<file path="src/rtl/sevenseg_scan_pkg.sv">
// sevenseg_scan_pkg: scan FSM state type and digit-select helper.
package sevenseg_scan_pkg;
   typedef enum logic [0:0] {SCAN_SHOW, SCAN_BLANK} t_scan_state;
   localparam int MAX_DIGITS = 8;
   function automatic logic [MAX_DIGITS-1:0] onehot_sel(input logic [2:0] idx, input logic active_low);
      logic [MAX_DIGITS-1:0] oh;
      oh = MAX_DIGITS'(1) << idx;
      return active_low ? ~oh : oh;
   endfunction
endpackage

</file>
<file path="src/rtl/sevenseg_scan_sevenseg.sv">
// sevenseg: hex nibble to seven-segment decoder, bit 6 = segment a when not inverse_numbering.
module sevenseg #(
   parameter bit zero_is_on        = 1'b0,
   parameter bit inverse_numbering = 1'b0
) (
   input  logic [3:0] in_nibble,
   output logic [6:0] out_leds
);
   localparam logic [6:0] SEG [16] = '{
      7'h7e, 7'h30, 7'h6d, 7'h79, 7'h33, 7'h5b, 7'h5f, 7'h70,
      7'h7f, 7'h7b, 7'h77, 7'h1f, 7'h4e, 7'h3d, 7'h4f, 7'h47};
   logic [6:0] raw;
   logic [6:0] rev;
   assign raw = SEG[in_nibble];
   assign rev = {<<{raw}};
   assign out_leds = (inverse_numbering ? rev : raw) ^ {7{zero_is_on}};
endmodule

</file>
<file path="src/rtl/sevenseg_scan.sv">
// sevenseg_scan: multiplexed seven-segment scanner with frame-aligned value commit.
// Define SEVENSEG_SCAN_LZB_EN to enable leading-zero blanking.
module sevenseg_scan
   import sevenseg_scan_pkg::*;
#(
   parameter int num_digits        = 4,
   parameter int digit_cycles      = 50000,
   parameter int blank_cycles      = 500,
   parameter bit zero_is_on        = 1'b0,
   parameter bit sel_zero_is_on    = 1'b1,
   parameter bit inverse_numbering = 1'b0
) (
   input  logic                          in_clk,
   input  logic                          in_rst,
   input  logic [4*num_digits-1:0]       in_value,
   input  logic                          in_update,
   output logic                          out_ack,
   output logic [6:0]                    out_leds,
   output logic [num_digits-1:0]         out_sel,
   output logic [$clog2(num_digits)-1:0] out_digit_idx
);
   localparam int IW = $clog2(num_digits);
   localparam int DW = 4 * num_digits;
   localparam int CMAX = digit_cycles > blank_cycles ? digit_cycles : blank_cycles;
   localparam int CW = CMAX > 1 ? $clog2(CMAX) : 1;
   localparam logic [6:0] LEDS_OFF = zero_is_on ? 7'h7f : 7'h00;
   localparam logic [num_digits-1:0] SEL_OFF = sel_zero_is_on ? '1 : '0;

   t_scan_state           state_q, state_d;
   logic [CW-1:0]         cnt_q, cnt_d;
   logic [IW-1:0]         idx_q, idx_d, digit_idx_q, digit_idx_d;
   logic [DW-1:0]         display_q, display_d, staging_q, staging_d;
   logic                  pending_q, pending_d, ack_q, ack_d;
   logic [6:0]            leds_q, leds_d, dec_leds;
   logic [num_digits-1:0] sel_q, sel_d;
   logic                  frame_start, lzb;

   sevenseg #(.zero_is_on(zero_is_on), .inverse_numbering(inverse_numbering)) u_dec (
      .in_nibble(display_q[{idx_q, 2'b00} +: 4]),
      .out_leds (dec_leds)
   );

`ifdef SEVENSEG_SCAN_LZB_EN
   assign lzb = (idx_q != '0) && ((display_q >> {idx_q, 2'b00}) == '0);
`else
   assign lzb = 1'b0;
`endif

   always_ff @(posedge in_clk) begin
      if (in_rst) begin
         state_q     <= SCAN_BLANK;
         cnt_q       <= CW'(blank_cycles - 1);
         idx_q       <= IW'(num_digits - 1);
         display_q   <= '0;
         staging_q   <= '0;
         pending_q   <= 1'b0;
         ack_q       <= 1'b0;
         leds_q      <= LEDS_OFF;
         sel_q       <= SEL_OFF;
         digit_idx_q <= '0;
      end else begin
         state_q     <= state_d;
         cnt_q       <= cnt_d;
         idx_q       <= idx_d;
         display_q   <= display_d;
         staging_q   <= staging_d;
         pending_q   <= pending_d;
         ack_q       <= ack_d;
         leds_q      <= leds_d;
         sel_q       <= sel_d;
         digit_idx_q <= digit_idx_d;
      end
   end

   always_comb begin
      state_d     = state_q;
      cnt_d       = cnt_q - CW'(1);
      idx_d       = idx_q;
      frame_start = 1'b0;
      if (cnt_q == '0) begin
         state_d = state_q == SCAN_SHOW ? SCAN_BLANK : SCAN_SHOW;
         cnt_d   = state_q == SCAN_SHOW ? CW'(blank_cycles - 1) : CW'(digit_cycles - 1);
         if (state_q == SCAN_BLANK) begin
            idx_d       = idx_q == IW'(num_digits - 1) ? '0 : idx_q + IW'(1);
            frame_start = idx_q == IW'(num_digits - 1);
         end
      end
   end

   // A strobe coinciding with a commit lands in staging and stays pending for the next frame.
   always_comb begin
      staging_d   = in_update ? in_value : staging_q;
      pending_d   = in_update | (pending_q & ~frame_start);
      ack_d       = frame_start & pending_q;
      display_d   = ack_d ? staging_q : display_q;
      leds_d      = (state_q == SCAN_SHOW && !lzb) ? dec_leds : LEDS_OFF;
      sel_d       = state_q == SCAN_SHOW ? num_digits'(onehot_sel(3'(idx_q), sel_zero_is_on)) : SEL_OFF;
      digit_idx_d = idx_q;
   end

   assign out_ack       = ack_q;
   assign out_leds      = leds_q;
   assign out_sel       = sel_q;
   assign out_digit_idx = digit_idx_q;
endmodule

</file>
<file path="config.mk">
export PLATFORM = sky130hd
export DESIGN_NAME = sevenseg_scan
export DESIGN_NICKNAME = d
export VERILOG_FILES = /design/src/rtl/sevenseg_scan_pkg.sv /design/src/rtl/sevenseg_scan_sevenseg.sv /design/src/rtl/sevenseg_scan.sv
export SDC_FILE = /design/constraint.sdc
export NUM_CORES = 1
export LEC_CHECK = 0
export CORE_ASPECT_RATIO = 1.4
export CORE_MARGIN = 1.5
export CORE_UTILIZATION = 60
export CTS_BUF_LIST = sky130_fd_sc_hd__clkbuf_16
export DETAILED_ROUTE_END_ITERATION = 12
export HOLD_SLACK_MARGIN = 0.05
export PLACE_DENSITY = 0.95
export SLEW_MARGIN = 15
export SYNTH_ARGS = -nofsm -noshare
export SYNTH_HDL_FRONTEND = slang
export SYNTH_SLANG_ARGS = --single-unit
</file>
<file path="constraint.sdc">
create_clock -name in_clk -period 3.2 [get_ports in_clk]
set_input_delay 0.48 -clock in_clk [delete_from_list [all_inputs] [get_ports in_clk]]
set_output_delay 0.48 -clock in_clk [all_outputs]
set_load 0.02 [all_outputs]
</file>
==> impl_results.md <==
- Syn Inst Count: between 200 and 300
- CTS Buf Count: 9
- R2r setup slk: between 1000 and 1500 ps
- Total number of vias: between 2000 and 2500
- Netlist cell types: 45
- DIE AREA: about 5300 µm²
- Post-synth top area cell: dfxtp_1
- Mapped Nets: 330
- Top cells by area, synth: dfxtp_1, mux2i_1, nand2_1, ha_1, nor2_1
- Fmax: between 400 and 500 MHz
- Slowest cell on the critical path: mux4_2
- Final Setup Violations: 0
- CTS sink cnt: 66
- FFs w/ async S/R, synth: 0%
- Setup tns final: 0 ps
- Total gr overflow: 0
- Worst EP arrival: around 2300 ps
- # rows: 29
- CP Capture Type: flip-flop
- Core area: between 4000 and 5000 µm²
- Worst r2r src: digit_idx_d[0]
- Initial antenna violation count: 0
- Total GRT Usage: between 20 and 30%
- H-tree depth: 3
- PnR worst setup slack: roughly 1100 ps
- Io pins: 33
- Die height: around 85 µm
- Post-cts gate resize count: 0
- CP startpoint kind: flip-flop
- Sequential fraction of the synthesis area: 45.56%
- Post-DRT Antenna Nets: 0
- CTS max path bufs: 2
- DRC: 0
- Die width: ~60 µm
- Fin crit share: 65.55%
- Power Total: 1.851 mW
- Min-Delay Path Class: reg2reg
- Status: completed
- Critical Path RT: 3420 ps
- Worst Skew: between 6 and 7 ps
- Share of layout cells above drive strength 1: 10.18%
- Max_slew headroom: 55.30%
- CTS tree: built
- VDD IR max: between 0.0005 and 0.0006 V
- Area delta synth->final: 21.35%
- Post-DR wirelength/cell: ~15 µm
- Avg Inst Size Synth: 9.700 µm²
- Post-DP HPWL: around 4100 µm
- Number of global-route vias before repair: between 2000 and 2500
- Reg clk slew, reported paths: 50 ps
- Commonest non-fill, non-tap cell in the layout: dfxtp_1
- Delay-heaviest family, CP: multiplexers
- Iter 0 DRT Violations: 111
- Nets: 360
- IO Port Bufs: 32
- Slowest Stage Delay on Critical Path: 630 ps
- Pre-antenna DRT Iters: 4
- #FFs+latches synth: 66
- Mapped cell area: 2900 µm²
- Most frequent cells in the layout: dfxtp_1, nand2_1, mux2i_1
- Critical path cell sequence: mux4_2, inv_1, ha_1, nor2_1, a21oi_1, a221oi_1
- Max-cap violations: 0
- Antenna cells: 0
- Hold Buf Count CTS: 0
- Number of flops mapped to enable cells by yosys: 0
- Hold Vio Cnt, Final: 0
- Drt total wl: approximately 5800 µm
- P per Cell Area: approximately 530 nW/µm²
- Vias per cell: between 5 and 6
- Worst Min Path Start: cnt_q[0]
- First-pass GRT wire length: between 9000 and 10000 µm
- Routability Congestion: 0.9141
- Min Clock Period, post-route: 2098 ps
- Buffers inserted by post-CTS timing repair: 0
- Critical Path Source: digit_idx_d[0]
- Total leakage power: around 1.4 nW
- Setup WS pre-CTS: slightly above 1000 ps
- Unrepaired setup endpoints after global routing: no
- Clk Latency, worst-skew pair: about 320 ps
- Worst Tran Pin Value: 664.9 ps
- Crit Path Category: reg2reg
- CP max FO: 8
- Starting Density: a little over three fifths
- CTS Root Cell: clkbuf_16
- Max-slew violation count: 0
- Largest net degree at the start of global routing: 27
- Ys flop type: dfxtp_1
- Worst Path Buf+Inv: 1
- Synth Warn #: 0
- Share of Yosys cell area claimed by the top area cell type: 45.56%
## metal layers
metal | wire length, µm | vias to the layer above | track usage, % | share of wire [%]
met5 | 0 | - | 0 | 0
met4 | 235 | 0 | 16.63 | 4.0
met3 | 212 | 22 | 4.726 | 3.6
met2 | 3128 | 69 | 42.87 | 54
met1 | 2243 | 1069 | 28.63 | 39
li1 | - | 1098 | - | -
## Yosys cell counts, types with 2 or more instances
cell type / number
xnor2_1: 2
o21ai_0: 9
or4_1: 4
or3_2: 2
mux2_2: 2
clkbuf_1: 14
o31ai_1: 7
nand4_1: 2
nand3_1: 4
a31oi_1: 2
a221oi_1: 2
mux4_2: 4
o211ai_1: 3
mux2i_1: 33
a21oi_1: 12
and3_1: 2
nand2_1: 45
xor2_1: 3
nor2_1: 28
dfxtp_1: 66
nor3_1: 2
or2_2: 3
ha_1: 12
inv_1: 12
or3_1: 3
a21o_1: 2
## path summary, 6_finish.rpt
| check | endpoint | cells past startpoint |
|---|---|---|
| setup / recovery | out_leds[5] | 6 |
| hold / removal | cnt_q[0] | 1 |
| setup reg to reg | out_leds[5] | 6 |
| hold reg to reg | cnt_q[0] | 1 |
## cells by family (layout without fill, tap and decap cells)
family,count (synthesis),count (layout),share of synthesized area (%)
compound gates,42,42,9.362
flops,66,66,45.56
buf+inv,29,64,4.616
simple gates,106,106,18.51
xor+xnor,5,5,1.510
fa+ha+maj,12,12,5.177
mux,39,39,15.27
## state kept, by name, summed over array words and instances, names as in the netlist
register	count
cnt_q	16
digit_idx_d	2
display_q	16
out_ack	1
out_digit_idx	2
out_leds	7
out_sel	4
pending_q	1
staging_q	16
state_q	1
## where the power goes
group          switching (mW)  internal [mW]
sequential             0.0154          0.842
clock                   0.320          0.587
combinational          0.0422         0.0442
total                   0.378           1.47
## through the flow
stage / util (%) / instances / hold slack (ps) / area, µm²
3_5_place_dp: 70.30 / 380 / 436.4 / 3239
4_1_cts: 76.38 / 396 / 443.5 / 3520
2_1_floorplan: - / 299 / 393.4 / 2900
5_1_grt: 76.38 / 396 / 486.7 / 3520
3_3_place_gp: 70.30 / 380 / 417.1 / 3239
6_report: 76.38 / 396 / 442.6 / 3520
## layout make-up
type	count	area, µm²
multi-input cells	204	1445
flip-flops and latches	66	1321
fillers	324	1089
repair buffers	36	350.3
clock buffers	9	225.2
well taps	62	77.57
clock inverters	7	55.05
inverters	12	45.04
## worst reg2reg max path, cell delays in order, from the launching register on
cell and delay (ps):
dfxtp_1 570, mux4_2 630, inv_1 150, ha_1 260, nor2_1 110, a21oi_1 50
a221oi_1 230
(Power assumes the default switching activity.)
